===== config.mk =====
export PLATFORM = sky130hd
export DESIGN_NAME = booth_divider
export DESIGN_NICKNAME = d
export VERILOG_FILES = /design/src/rtl/booth_divider.sv
export SDC_FILE = /design/constraint.sdc
export NUM_CORES = 1
export LEC_CHECK = 0
export CORE_AREA = 5 5 150 152
export DETAILED_ROUTE_END_ITERATION = 8
export DIE_AREA = 0 0 155 157
export SETUP_SLACK_MARGIN = 0.1
export SLEW_MARGIN = 40
export SYNTH_ARGS = -nofsm -noshare
export SYNTH_HDL_FRONTEND = slang
export SYNTH_SLANG_ARGS = --single-unit
export TNS_END_PERCENT = 30

===== constraint.sdc =====
create_clock -name clk -period 6.88 [get_ports clk]
set_clock_uncertainty 0.2 [all_clocks]
set_input_delay 1.376 -clock clk [delete_from_list [all_inputs] [get_ports clk]]
set_output_delay 1.376 -clock clk [all_outputs]
set_load 0.05 [all_outputs]

===== src/rtl/booth_divider.sv =====
// rtl/booth_divider.sv - signed restoring shift-subtract divider with start/ready handshake
module booth_divider #(
  parameter int WORD_LENGTH = 16
) (
  input  logic                   clk,
  input  logic                   reset,
  input  logic                   start,
  input  logic [WORD_LENGTH-1:0] Dividend,
  input  logic [WORD_LENGTH-1:0] Divisor,
  output logic                   ready,
  output logic [WORD_LENGTH-1:0] Quotient,
  output logic [WORD_LENGTH-1:0] Remainder,
  output logic                   Sign,
  output logic                   DivByZero,
  output logic                   Overflow
);

  localparam int W  = WORD_LENGTH;
  localparam int CW = $clog2(W);

  typedef enum logic [1:0] {S_IDLE, S_DIVIDE, S_FIX} state_t;

  state_t         r_state;
  state_t         w_state_next;

  logic [W-1:0]   r_q;
  logic [W-1:0]   r_rem;
  logic [W-1:0]   r_div;
  logic [W-1:0]   r_dividend;
  logic [CW-1:0]  r_cnt;
  logic           r_sa;
  logic           r_sb;
  logic           r_dbz;
  logic           r_ovf;

  logic [W-1:0]   r_quotient;
  logic [W-1:0]   r_remainder;
  logic           r_sign;
  logic           r_dbz_o;
  logic           r_ovf_o;

  logic [W-1:0]   w_abs_dd;
  logic [W-1:0]   w_abs_ds;
  logic           w_div_zero;
  logic           w_ovf_in;
  logic [W:0]     w_shift_rem;
  logic [W:0]     w_trial;
  logic           w_fits;
  logic           w_last;

  // W-bit unsigned magnitude is exact even for -2^(W-1), which maps to 2^(W-1).
  assign w_abs_dd    = Dividend[W-1] ? (~Dividend + 1'b1) : Dividend;
  assign w_abs_ds    = Divisor[W-1]  ? (~Divisor  + 1'b1) : Divisor;
  assign w_div_zero  = (Divisor == '0);
  assign w_ovf_in    = (Dividend == {1'b1, {(W-1){1'b0}}}) && (Divisor == '1);

  assign w_shift_rem = {r_rem, r_q[W-1]};
  assign w_trial     = w_shift_rem - {1'b0, r_div};
  assign w_fits      = ~w_trial[W];
  assign w_last      = (r_cnt == CW'(W - 1));

  always_comb begin
    w_state_next = r_state;
    case (r_state)
      S_IDLE:   if (start) w_state_next = w_div_zero ? S_FIX : S_DIVIDE;
      S_DIVIDE: if (w_last) w_state_next = S_FIX;
      S_FIX:    w_state_next = S_IDLE;
      default:  w_state_next = S_IDLE;
    endcase
  end

  always_ff @(posedge clk) begin
    if (reset) r_state <= S_IDLE;
    else       r_state <= w_state_next;
  end

  always_ff @(posedge clk) begin
    if (reset) begin
      r_q         <= '0;
      r_rem       <= '0;
      r_div       <= '0;
      r_dividend  <= '0;
      r_cnt       <= '0;
      r_sa        <= 1'b0;
      r_sb        <= 1'b0;
      r_dbz       <= 1'b0;
      r_ovf       <= 1'b0;
      r_quotient  <= '0;
      r_remainder <= '0;
      r_sign      <= 1'b0;
      r_dbz_o     <= 1'b0;
      r_ovf_o     <= 1'b0;
    end else begin
      case (r_state)
        S_IDLE: if (start) begin
          r_q        <= w_abs_dd;
          r_div      <= w_abs_ds;
          r_dividend <= Dividend;
          r_rem      <= '0;
          r_cnt      <= '0;
          r_sa       <= Dividend[W-1];
          r_sb       <= Divisor[W-1];
          r_dbz      <= w_div_zero;
          r_ovf      <= w_ovf_in;
        end
        S_DIVIDE: begin
          r_rem <= w_fits ? w_trial[W-1:0] : w_shift_rem[W-1:0];
          r_q   <= {r_q[W-2:0], w_fits};
          r_cnt <= r_cnt + CW'(1);
        end
        S_FIX: begin
          r_sign  <= r_sa ^ r_sb;
          r_dbz_o <= r_dbz;
          r_ovf_o <= r_ovf;
          if (r_dbz) begin
            r_quotient  <= '1;
            r_remainder <= r_dividend;
          end else begin
            r_quotient  <= (r_sa ^ r_sb) ? (~r_q + 1'b1) : r_q;
            r_remainder <= r_sa ? (~r_rem + 1'b1) : r_rem;
          end
        end
        default: ;
      endcase
    end
  end

  assign ready     = (r_state == S_IDLE);
  assign Quotient  = r_quotient;
  assign Remainder = r_remainder;
  assign Sign      = r_sign;
  assign DivByZero = r_dbz_o;
  assign Overflow  = r_ovf_o;

endmodule


After elaboration in Yosys (flattened, before gate mapping)
Cells that the tools add are included.
{"block": "classes", "reduce_logical": 7, "muxes": 17, "n_addsub": 6, "eq_ne": 7, "n_bitwise": 6}
{"op": "16-bit two-way mux", "n": 9}
{"op": "16-bit by 1-bit adder with 16-bit output, second input constant", "n": 4}
{"op": "16-bit inverter", "n": 4}
{"op": "16-bit case mux with 2 select lines", "n": 2}
{"op": "16-bit == test, second input constant", "n": 2}
{"op": "17-bit by 16-bit subtractor with 17-bit output", "n": 1}
{"op": "16-bit zero test", "n": 1}
{"op": "4-bit case mux with 2 select lines", "n": 1}
{"op": "2-bit two-way mux", "n": 3}
{"op": "2-bit AND reduction", "n": 3}
{"op": "4-bit by 1-bit adder with 4-bit output, second input constant", "n": 1}
{"op": "4-bit == test, second input constant", "n": 1}
{"op": "4-bit two-way mux", "n": 1}
{"op": "2-bit inequality test, second input constant", "n": 2}
{"op": "2-bit case mux with 2 select lines", "n": 1}
{"op": "2-bit by 1-bit == test with 1-bit output, second input constant", "n": 1}
{"op": "2-bit == test, second input constant", "n": 1}
{"op": "2-bit zero test", "n": 1}
{"op": "2-bit nonzero test", "n": 1}
{"op": "1-bit logical AND", "n": 1}
{"op": "1-bit inverter", "n": 1}
{"op": "1-bit XOR", "n": 1}
{"block": "totals", "word_cells": 58, "output_inout_bits": 36, "reg_bits": 109, "input_bits": 35}

Depth between registers and ports, before layout
Gate-level depths: netlist (run 1).
{"block": "depth", "ltp_word": 5, "mapped_depth": 11, "ltp_nobuf": 10}

Worst setup path before layout (run 1)
No wires, ideal clock.
{"block": "synth_path", "path_type": "in2reg", "startpoint": "in Divisor[8]", "endpoint": "reg r_state[0]", "t_required_ns": 6.552, "path_buffers": 0, "arrival_ns": 2.989, "cell_stages": 7, "slack_ns": 3.564, "setup_time_ns": 0.128, "path_cell_list": "or4_4 -> or3_4 -> or3_4 -> nor3_4 -> nor3_1 -> nor2_1 -> nor2_1"}
{"block": "synth_via", "elab_chain_cells": 4}
{"element": "start, declared", "line": "9", "source": "input logic [WORD_LENGTH-1:0] Divisor,"}
{"element": "16-bit zero test", "line": "54", "source": "assign w_div_zero = (Divisor == '0);"}
{"element": "2-bit two-way mux (2 in a row)", "line": "65", "source": "S_IDLE: if (start) w_state_next = w_div_zero ? S_FIX : S_DIVIDE;"}
{"element": "2-bit case mux with 2 select lines", "line": "64", "source": "case (r_state)"}
{"element": "end signal, assigned", "line": "74", "source": "else r_state <= w_state_next;"}
{"element": "end, declared", "line": "23", "source": "state_t r_state;"}
No other way between the ends. The select of a mux whose other input is x is not followed.
A chain may end at the register's enable or synchronous reset.

Worst setup path in the final report (run 1)
Same ends and word-level chain as after synthesis.

==> results of run 1 <==
[routing by layer]
metal / track usage / wire length (um) / up-vias
met5: 0 / 0 / -
met1: 0.2124 / 8880 / 2621
met2: 0.2013 / 7328 / 107
met3: 0.02585 / 793 / 14
li1: - / - / 2891
met4: 0.03280 / 169 / 0
[sequential cells by signal, summed over array words and instances (netlist names)]
signal / flops
DivByZero: 1
Overflow: 1
Quotient: 16
Remainder: 16
Sign: 1
r_cnt: 4
r_dbz: 1
r_div: 16
r_dividend: 16
r_ovf: 1
r_q: 16
r_rem: 16
r_sb: 1
r_state: 2
[cells by family (layout without fill, tap and decap cells)]
kind of cell | count (synthesis) | after routing
and+or+nand+nor | 298 | 298
AOI/OAI and AO/OA | 216 | 216
DFF | 108 | 108
buffers and inverters | 84 | 125
xor gates and xnor gates | 68 | 68
adders and majority gates | 23 | 23
muxes | 16 | 16
[worst min-delay path by stage]
stage | start | endpoint | slack (ps) | cells after the start
2_1_floorplan | r_dividend[11]$_SDFFE_PP0P_ | r_dividend[11]$_SDFFE_PP0P_ | 230 | 2
3_3_place_gp | r_dividend[9]$_SDFFE_PP0P_ | r_dividend[9]$_SDFFE_PP0P_ | 240 | 2
6_report | r_dividend[13]$_SDFFE_PP0P_ | r_dividend[13]$_SDFFE_PP0P_ | 250 | 2
5_1_grt | r_dividend[9]$_SDFFE_PP0P_ | r_dividend[9]$_SDFFE_PP0P_ | 270 | 2
3_5_place_dp | r_dividend[13]$_SDFFE_PP0P_ | r_dividend[13]$_SDFFE_PP0P_ | 240 | 2
4_1_cts | r_dividend[13]$_SDFFE_PP0P_ | r_dividend[13]$_SDFFE_PP0P_ | 250 | 2
[worst min-delay path, stage by stage, from the launching register on]
cell and delay [ps]:
dfxtp_1 310, nand2_1 50, a21oi_1 50
[per-stage QoR]
step / cell area (um2) / instances
global route: 7416 / 1129
detailed placement: 7137 / 1113
CTS: 7415 / 1129
floorplan: 6210 / 813
finish: 7416 / 1129
global placement: 7111 / 1113
[synthesized netlist by cell type, types with 4 or more instances]
| cell | n | area share |
|---|---|---|
| nand2_1 | 141 | 0.085 |
| dfxtp_1 | 108 | 0.35 |
| a21oi_1 | 74 | 0.060 |
| nor2_1 | 73 | 0.044 |
| clkbuf_1 | 42 | 0.025 |
| xnor2_1 | 39 | 0.055 |
| inv_1 | 34 | 0.021 |
| xor2_1 | 29 | 0.041 |
| nor3_1 | 25 | 0.020 |
| o21ai_1 | 24 | 0.019 |
| ha_1 | 22 | 0.044 |
| a211oi_1 | 21 | 0.025 |
| o21ai_0 | 20 | 0.016 |
| mux2i_1 | 16 | 0.026 |
| nand2b_1 | 16 | 0.016 |
| o31ai_1 | 16 | 0.019 |
| a22oi_1 | 12 | 0.015 |
| o22ai_1 | 10 | 0.010 |
| nand3_1 | 8 | 0.0064 |
| nand4_1 | 8 | 0.0081 |
| o211ai_1 | 7 | 0.0085 |
| a31oi_1 | 6 | 0.0060 |
| buf_1 | 5 | 0.0030 |
| a2bb2oi_1 | 4 | 0.0056 |
| o21a_1 | 4 | 0.0048 |
| o41ai_1 | 4 | 0.0056 |
| or4_1 | 4 | 0.0048 |
[power breakdown]
group | leakage, nW | switching [mW] | total, mW | internal, mW
Combinational | 1.70 | 0.337 | 0.574 | 0.237
Sequential | 0.881 | 0.0491 | 0.715 | 0.666
Clock | 0.136 | 0.242 | 0.499 | 0.257
Total | 2.72 | 0.628 | 1.79 | 1.16
[cell type report]
| class | count | area [um2] |
|---|---|---|
| Clock inverter | 5 | 35.03 |
| Sequential cell | 108 | 2162 |
| Multi-Input combinational cell | 621 | 3771 |
| Fill cell | 2226 | 13470 |
| Timing Repair Buffer | 75 | 733.2 |
| Tap cell | 275 | 344.1 |
| Inverter | 34 | 127.6 |
| Clock buffer | 11 | 242.7 |
==> results.txt, run 1 <==
Clock Tree Root - clkbuf_16
Reg-to-Reg End - r_rem[14]$_SDFFE_PP0P_
# rows - 53
slack of the critical path - 3261 ps
arrival time at the worst endpoint - 3650 ps
area fraction in compound gates after synthesis - 0.2138
CP endpoint - r_state[0]$_SDFFE_PP0P_
hold slack - 252.1 ps
clock buffers created by TritonCTS - 9
post-detailed-routing wire length - 17.17 mm
run status - complete, no violations
Final Core Density - 0.3550
clock slew at the register clock pins of the worst setup and hold paths - 80 ps
final number of max-transition violations - 0
post-route ant nets - 0
htree depth - 3
warnings from Yosys - 0
core footprint - 0.02089 mm2
Worst Tran Pin Value - 785.4 ps
number of library cell types mapped by synthesis - 53
clock latency reported for the late side of the worst-skew pair - 350 ps
antenna violations before repair - 0
worst-case register-to-register setup slack - 3610 ps
number of buffers and inverters on the critical path - 1
routed wire length per instance - 15.21 um
Die Footprint - 0.02434 mm2
Post-DP HPWL - 13.01 mm
share of synthesized area spent on multiplexers - 0.02579
asr flop ratio synth - 0
global-route wire length before repair - 27.77 mm
flops & latches, synth - 108
most frequent cells in the layout - 140 x nand2_1, 108 x dfxtp_1, 74 x a21oi_1
Area Growth Syn to Fin - 19.42%
Detailed Route Iter0 Violations - 389
layout cells sized above 1 - 0.04333
final hold violation count - 0
pre-CTS setup slack - 2891 ps
leakage component of the power - 2.716 nW
GRT overflow - 0
kind of end point of the critical path - register
power density relative to cell area - 241.2 mW/mm2
width of the die - 155 um
residual DRC count - 0
average vias per placed instance - 4.989
period utilisation layout - 0.5261
largest driver fanout on the critical path - 5
aggregate negative setup slack - 0 ps
drt first pass iters - 5
total global-route track usage - 0.1392
netlist area before placement - 0.006210 mm2
cell family with the largest share of critical-path delay - simple AND/OR/NAND/NOR gates
count of clock tree sinks - 108
max_slew headroom - 0.4764
number of global-route vias before repair - 5,097
primary flip-flop cell chosen by synthesis mapping - dfxtp_1
Via Count - 5,633
gpl congestion - 0.8596
average instance area after synthesis - 7.638 um2
Initial Util - 0.2973
number of flops mapped to enable cells by yosys - 0
maxcap violations - 0
Design Power - 1.788 mW
RSZ-0062 raised after global routing - no
post-CTS setup repair buffer count - 0
worst flop-to-flop path startpoint - r_rem[0]$_SDFFE_PP0P_
Post-Syn Instances - 813
CTS Hold Bufs - 0
slowest cell on the critical path - or4_4
count of boundary I/O pins - 71
maximum vdd ir drop - 0.1078 mV
Worst EP required - 6910 ps
quantity of gates resized following cts - 0
count of final setup violators - 0
cell count along the critical path - 8
antenna diode instance count - 0
Seq/Total Area, Yosys - 0.3482
Max stage delay on crit path - 580 ps
path class of the lowest-slack min-delay path - register to register
worst-case clock buffer depth - 2
combinational family with the most area after synthesis - simple AND/OR/NAND/NOR gates
adder-cell area share of the yosys netlist - 0.04755
launching instance or port of the critical path - Divisor[8]
simple-gate share of the synthesized area - 0.2170
number of I/O port buffers - 70
number of nets produced by synthesis - 871
largest net degree at the start of global routing - 54
most common cell after layout, fill and taps aside - nand2_1
R2R cell count - 9
overall die height - 157 um
xor-xnor portion of the synthesized cell area - 0.09591
type of origin of the critical path - primary input
Peak Freq - 276.3 MHz
TritonCTS clock tree - yes
series of cell instances along the critical path - clkdlybuf4s50_1 -> or4_4 -> or3_4 -> or3_4 -> nor3_4 -> nor3_1 -> nor2_1 -> nor2_1
Final min period - 3619 ps
number of nets in the layout - 907
CP Class - primary input to register
Note: power is estimated with default switching activity, not from simulation.
==> inputs of run 2 (changes only) <==
clock period = 3.5 ns   (was 6.88 ns; I/O delays follow)
==> results.txt, run 2 (synthesis results as in run 1) <==
run status - complete, no violations
Initial Util - 0.2973 (unchanged)
Comb power frac - 0.316 (-0.005)
drt first pass iters - 4 (-1)
layout cells sized above 1 - 0.05318 (+0.009854)
post-detailed-routing wire length - 16.79 mm (-2.2%)
largest driver fanout on the critical path - 20 (+15)
antenna diode instance count - 0 (unchanged)
power share of the sequential group - 0.392 (-0.008)
number of I/O port buffers - 70 (unchanged)
proportion of total power due to net switching - 0.3459 (-0.005333)
launching instance or port of the critical path - r_rem[0]$_SDFFE_PP0P_
gpl congestion - 0.8561 (-0.41%)
post-route ant nets - 0 (unchanged)
Worst Tran Pin Value - 776.9 ps (-8.499 ps)
worst flop-to-flop path startpoint - r_rem[0]$_SDFFE_PP0P_
quantity of gates resized following cts - 0 (unchanged)
final hold violation count - 0 (unchanged)
worst-case register-to-register setup slack - 490 ps (-3120 ps)
Sequential cell area - 0.002162 mm2 (unchanged)
switching component of the power - 1.245 mW (+98%)
worst-case clock buffer depth - 2 (unchanged)
slack of the critical path - 485.5 ps (-2775 ps)
routed wire length per instance - 14.73 um (-3.2%)
internal power consumption - 2.354 mW (+100%)
RSZ-0062 raised after global routing - no
Peak Freq - 331.7 MHz
residual DRC count - 0 (unchanged)
pre-CTS setup slack - 226.4 ps (-2665 ps)
most frequent cells in the layout - 141 x nand2_1, 108 x dfxtp_1, 74 x a21oi_1
average vias per placed instance - 4.915 (-1.5%)
cell family with the largest share of critical-path delay - compound AO/OA/AOI/OAI gates
Final min period - 3015 ps
Max stage delay on crit path - 470 ps (-110 ps)
Die Footprint - 0.02434 mm2 (unchanged)
leakage component of the power - 2.784 nW (+2.5%)
clock slew at the register clock pins of the worst setup and hold paths - 70 ps (about the same)
fill cell count - 2,240 (+0.63%)
global-route wire length before repair - 28.22 mm (+1.6%)
Area Growth Syn to Fin - 20.93%
count of boundary I/O pins - 71 (unchanged)
antenna violations before repair - 0 (unchanged)
number of buffers and inverters on the critical path - 2 (+1)
Worst EP required - 3530 ps (-3380 ps)
number of global-route vias before repair - 5,312 (+4.2%)
# rows - 53 (unchanged)
maximum vdd ir drop - 0.2414 mV (+120%)
aggregate negative setup slack - 0 ps (unchanged)
width of the die - 155 um (unchanged)
largest net degree at the start of global routing - 39 (-28%)
final number of max-transition violations - 0 (unchanged)
period utilisation layout - 0.8613
clock latency reported for the late side of the worst-skew pair - 360 ps (about the same)
max_slew headroom - 0.4797 (+0.003322)
core footprint - 0.02089 mm2 (unchanged)
combined area of the multi-input logic cells - 0.003754 mm2 (-0.46%)
TritonCTS clock tree - yes
clock buffers created by TritonCTS - 9 (unchanged)
htree depth - 3 (unchanged)
most common cell after layout, fill and taps aside - nand2_1
Clock Tree Root - clkbuf_16
overall die height - 157 um (unchanged)
series of cell instances along the critical path - inv_1 -> fa_1 -> nand2b_1 -> a21oi_1 -> nor2_1 -> o21ai_1 -> xor2_2 -> buf_4 -> mux2i_1 -> o21ai_1
slowest cell on the critical path - dfxtp_1
path class of the lowest-slack min-delay path - register to register
GRT overflow - 0 (unchanged)
part of the power in the clock network - 0.293 (+0.014)
type of origin of the critical path - register
startpoint of the worst hold path - Remainder[12]$_SDFFE_PP0N_
CTS Hold Bufs - 0 (unchanged)
count of final setup violators - 0 (unchanged)
number of nets in the layout - 918 (+1.2%)
post-CTS setup repair buffer count - 0 (unchanged)
kind of end point of the critical path - register
Detailed Route Iter0 Violations - 366 (-5.9%)
maxcap violations - 0 (unchanged)
total global-route track usage - 0.1415 (+0.002345)
power density relative to cell area - 479.3 mW/mm2 (+99%)
count of clock tree sinks - 108 (unchanged)
arrival time at the worst endpoint - 3040 ps (-610 ps)
CP dominant cell by count - o21ai_1
CP Class - register to register
Post-DP HPWL - 13.19 mm (+1.4%)
Via Count - 5,603 (-0.53%)
run 2: final timing paths:
check,endpoint,cells after the start
max,r_rem[9]$_SDFFE_PP0P_,10
min,Remainder[12]$_SDFFE_PP0N_,2
max reg2reg,r_rem[9]$_SDFFE_PP0P_,10
min reg2reg,Remainder[12]$_SDFFE_PP0N_,2
run 2: area by class of cell:
class                   instances  area share
repair buffers                 86      0.1086
well taps                     275     0.04582
clock buffers                   9     0.02999
multi-input cells             621      0.4998
clock inverters                 7     0.01083
flip-flops and latches        108      0.2879
inverters                      34     0.01699
run 2: worst register-to-register path: stages, from the launching register on:
cell and delay [ps]:
dfxtp_1 470, inv_1 140, fa_1 450, nand2b_1 190, a21oi_1 300, nor2_1 90, o21ai_1 260, xor2_2 160
buf_4 300, mux2i_1 250, o21ai_1 70
run 2: power groups by stage:
stage          logic, mW  registers (mW)  clock network (mW)
6_report            1.14            1.41                1.05
5_1_grt             1.27            1.42                1.13
4_1_cts             1.14            1.41                1.08
3_5_place_dp        1.14            1.44                   0
3_3_place_gp        1.13            1.44                   0
2_1_floorplan      0.832            1.43                   0
run 2: metrics by stage:
| stage | cell area [um2] | hold WS (ps) | utilization | cells | total power [mW] |
|---|---|---|---|---|---|
| 3_5_place_dp | 7203 | 248.5 | 0.3448 | 1124 | 2.576 |
| 3_3_place_gp | 7193 | 243.5 | 0.3444 | 1124 | 2.563 |
| 4_1_cts | 7510 | 259.8 | 0.3595 | 1140 | 3.626 |
| 2_1_floorplan | 6210 | 231.2 | - | 813 | 2.265 |
| 5_1_grt | 7510 | 271.8 | 0.3595 | 1140 | 3.829 |
| 6_report | 7510 | 255.3 | 0.3595 | 1140 | 3.599 |
run 2: metal layers:
metal,GRT usage,share of wire
met5,0,0
met4,0.04920,0.015
met3,0.01952,0.041
met2,0.2005,0.41
met1,0.2172,0.53
==> inputs of run 3 (changes only) <==
ABC_AREA = 1   (was not set)
CORE_AREA = 5 5 157 159   (was 5 5 150 152)
CTS_CLUSTER_SIZE = 10   (was not set)
DIE_AREA = 0 0 162 164   (was 0 0 155 157)
==> results.txt, run 3 <==
run status - complete, no violations
Initial Util - 0.2935 (-0.003822)
Via Count - 6,874 (+23%)
CP endpoint - r_rem[9]$_SDFFE_PP0P_
average instance area after synthesis - 6.359 um2 (-17%)
quantity of gates resized following cts - 0 (unchanged)
width of the die - 162 um (+4.5%)
Final min period - 2694 ps (-320.9 ps)
arrival time at the worst endpoint - 2710 ps (-330 ps)
Worst Hold Depth - 2 (unchanged)
count of boundary I/O pins - 71 (unchanged)
aggregate negative setup slack - 0 ps (unchanged)
worst flop-to-flop path startpoint - r_q[15]$_SDFFE_PP0P_
most frequent cells in the layout - 287 x nand2_1, 123 x inv_1, 108 x dfxtp_1
Worst EP required - 3520 ps (about the same)
share of the synthesized area in the top cell type - 0.3186 (-0.02953)
flops & latches, synth - 108 (unchanged)
primary flip-flop cell chosen by synthesis mapping - dfxtp_1
layout cells sized above 1 - 0.05531 (+0.002129)
period utilisation layout - 0.7696 (-0.09169)
dpl cells - 1,394 (+24%)
launching instance or port of the critical path - r_q[15]$_SDFFE_PP0P_
most instantiated cells after synthesis - 287 x nand2_1, 123 x inv_1, 108 x dfxtp_1
post-CTS setup repair buffer count - 0 (unchanged)
leakage component of the power - 3.524 nW (+27%)
kind of end point of the critical path - register
count of clock tree sinks - 108 (unchanged)
largest driver fanout on the critical path - 12 (-40%)
number of flops mapped to enable cells by yosys - 0 (unchanged)
largest cells by area after synthesis - dfxtp_1 32%, nand2_1 16%, nand3_1 6.9%
Post-DP HPWL - 15.84 mm (+20%)
GRT overflow - 0 (unchanged)
Clock Tree Root - clkbuf_16
overall die height - 164 um (+4.5%)
# rows - 56 (+5.7%)
Post-Syn Instances - 1,067 (+31%)
final hold violation count - 0 (unchanged)
post-synth top area cell - dfxtp_1
asr flop ratio synth - 0 (unchanged)
path class of the lowest-slack min-delay path - register to register
warnings from Yosys - 0 (unchanged)
clock slew at the register clock pins of the worst setup and hold paths - 80 ps (about the same)
maximum vdd ir drop - 0.2613 mV (+8.2%)
number of I/O port buffers - 70 (unchanged)
clock latency reported for the late side of the worst-skew pair - 360 ps (about the same)
final number of max-transition violations - 0 (unchanged)
routed wire length per instance - 14.70 um (-0.16%)
Worst Tran Pin Value - 776.2 ps (-0.7503 ps)
CP Class - register to register
power density relative to cell area - 520.2 mW/mm2 (+8.5%)
type of origin of the critical path - register
global-route wire length before repair - 33.55 mm (+19%)
worst-case register-to-register setup slack - 810 ps (+320 ps)
R2R cell count - 15 (+5)
Layout Cells excl Fill - 1,411 (+24%)
Peak Freq - 371.3 MHz (+12%)
netlist area before placement - 0.006785 mm2 (+9.3%)
clock buffers created by TritonCTS - 9 (unchanged)
Area Growth Syn to Fin - 18.97%
gpl congestion - 0.8696 (+1.6%)
CTS Hold Bufs - 0 (unchanged)
post-route ant nets - 0 (unchanged)
Reg-to-Reg End - r_rem[9]$_SDFFE_PP0P_
antenna violations before repair - 0 (unchanged)
max_slew headroom - 0.4820 (+0.002275)
RSZ-0062 raised after global routing - no
core footprint - 0.02312 mm2 (+11%)
TritonCTS clock tree - yes
drt first pass iters - 5 (+1)
number of library cell types mapped by synthesis - 41 (-23%)
residual DRC count - 0 (unchanged)
number of nets in the layout - 1,174 (+28%)
average vias per placed instance - 4.872 (-0.88%)
post-detailed-routing wire length - 20.75 mm (+24%)
number of nets produced by synthesis - 1,125 (+29%)
most common cell after layout, fill and taps aside - nand2_1
htree depth - 3 (unchanged)
worst-case clock buffer depth - 2 (unchanged)
Seq/Total Area, Yosys - 0.3186 (-0.02953)
Detailed Route Iter0 Violations - 704 (+92%)
count of final setup violators - 0 (unchanged)
number of global-route vias before repair - 6,437 (+21%)
most numerous cell in the Yosys netlist - nand2_1
maxcap violations - 0 (unchanged)
Die Footprint - 0.02657 mm2 (+9.2%)
antenna diode instance count - 0 (unchanged)
total global-route track usage - 0.1576 (+0.01611)
largest net degree at the start of global routing - 59 (+51%)
-- run 3: logic make-up after synthesis --
| family | share of synthesized area |
|---|---|
| AND/OR/NAND/NOR | 0.3369 |
| AO/OA/AOI/OAI | 0.1728 |
| flip-flops | 0.3186 |
| adder cells (fa/ha/maj) | 0.04352 |
| XOR/XNOR | 0.02453 |
| buffers and inverters | 0.1036 |
-- run 3: final cells by class --
type / count / area (um2)
repair buffers: 81 / 810.8
clock buffers: 9 / 225.2
flip-flops and latches: 108 / 2162
clock inverters: 7 / 90.09
inverters: 133 / 501.7
multi-input cells: 783 / 3920
well taps: 290 / 362.8
fillers: 2554 / 15050
-- run 3: metrics by stage --
step                      hold WS [ps]  setup WS [ps]  area, um2  total power, mW  utilization
final                            269.3          806.4       8073            4.199       0.3491
after global routing             292.5          533.2       8073            4.515       0.3491
after CTS                        268.1          789.7       8045            4.212       0.3479
after detailed placement         255.1          663.5       7730            3.123       0.3343
after global placement           253.1          687.5       7730            3.106       0.3343
after floorplan                  237.4           1243       6785            2.720            -
-- run 3: layer usage --
layer	track usage	part of all wire	vias to the layer above
li1	-	-	3587
met1	0.2198	0.49	3122
met2	0.2542	0.45	142
met3	0.01932	0.039	23
met4	0.05152	0.021	0
met5	0	0	-
-- run 3: worst min path at each step --
stage	startpoint	to	slack (ps)
floorplan	r_cnt[2]$_SDFFE_PP0P_	r_cnt[2]$_SDFFE_PP0P_	240
global placement	r_cnt[2]$_SDFFE_PP0P_	r_cnt[2]$_SDFFE_PP0P_	250
detailed placement	r_cnt[2]$_SDFFE_PP0P_	r_cnt[2]$_SDFFE_PP0P_	260
CTS	r_cnt[2]$_SDFFE_PP0P_	r_cnt[2]$_SDFFE_PP0P_	270
global route	r_cnt[2]$_SDFFE_PP0P_	r_cnt[2]$_SDFFE_PP0P_	290
finish	r_cnt[2]$_SDFFE_PP0P_	r_cnt[2]$_SDFFE_PP0P_	270
-- run 3: report_power, final --
part | internal, mW | total, mW | switching, mW
clock network | 0.572 | 1.09 | 0.517
logic | 0.575 | 1.66 | 1.08
registers | 1.34 | 1.45 | 0.117
total | 2.48 | 4.20 | 1.71
-- run 3: worst max-delay path, stage by stage (launching register included) --
cell and delay, ps:
dfxtp_1 360, inv_1 110, ha_1 230, fa_1 400
inv_1 70, nand2_1 50, nand2_1 120, nand3_1 100
nand2_2 100, nand2_2 80, nand2_2 80, nand2_2 170
nand2_2 260, nand2_1 90, nand3_1 80, a21oi_1 60
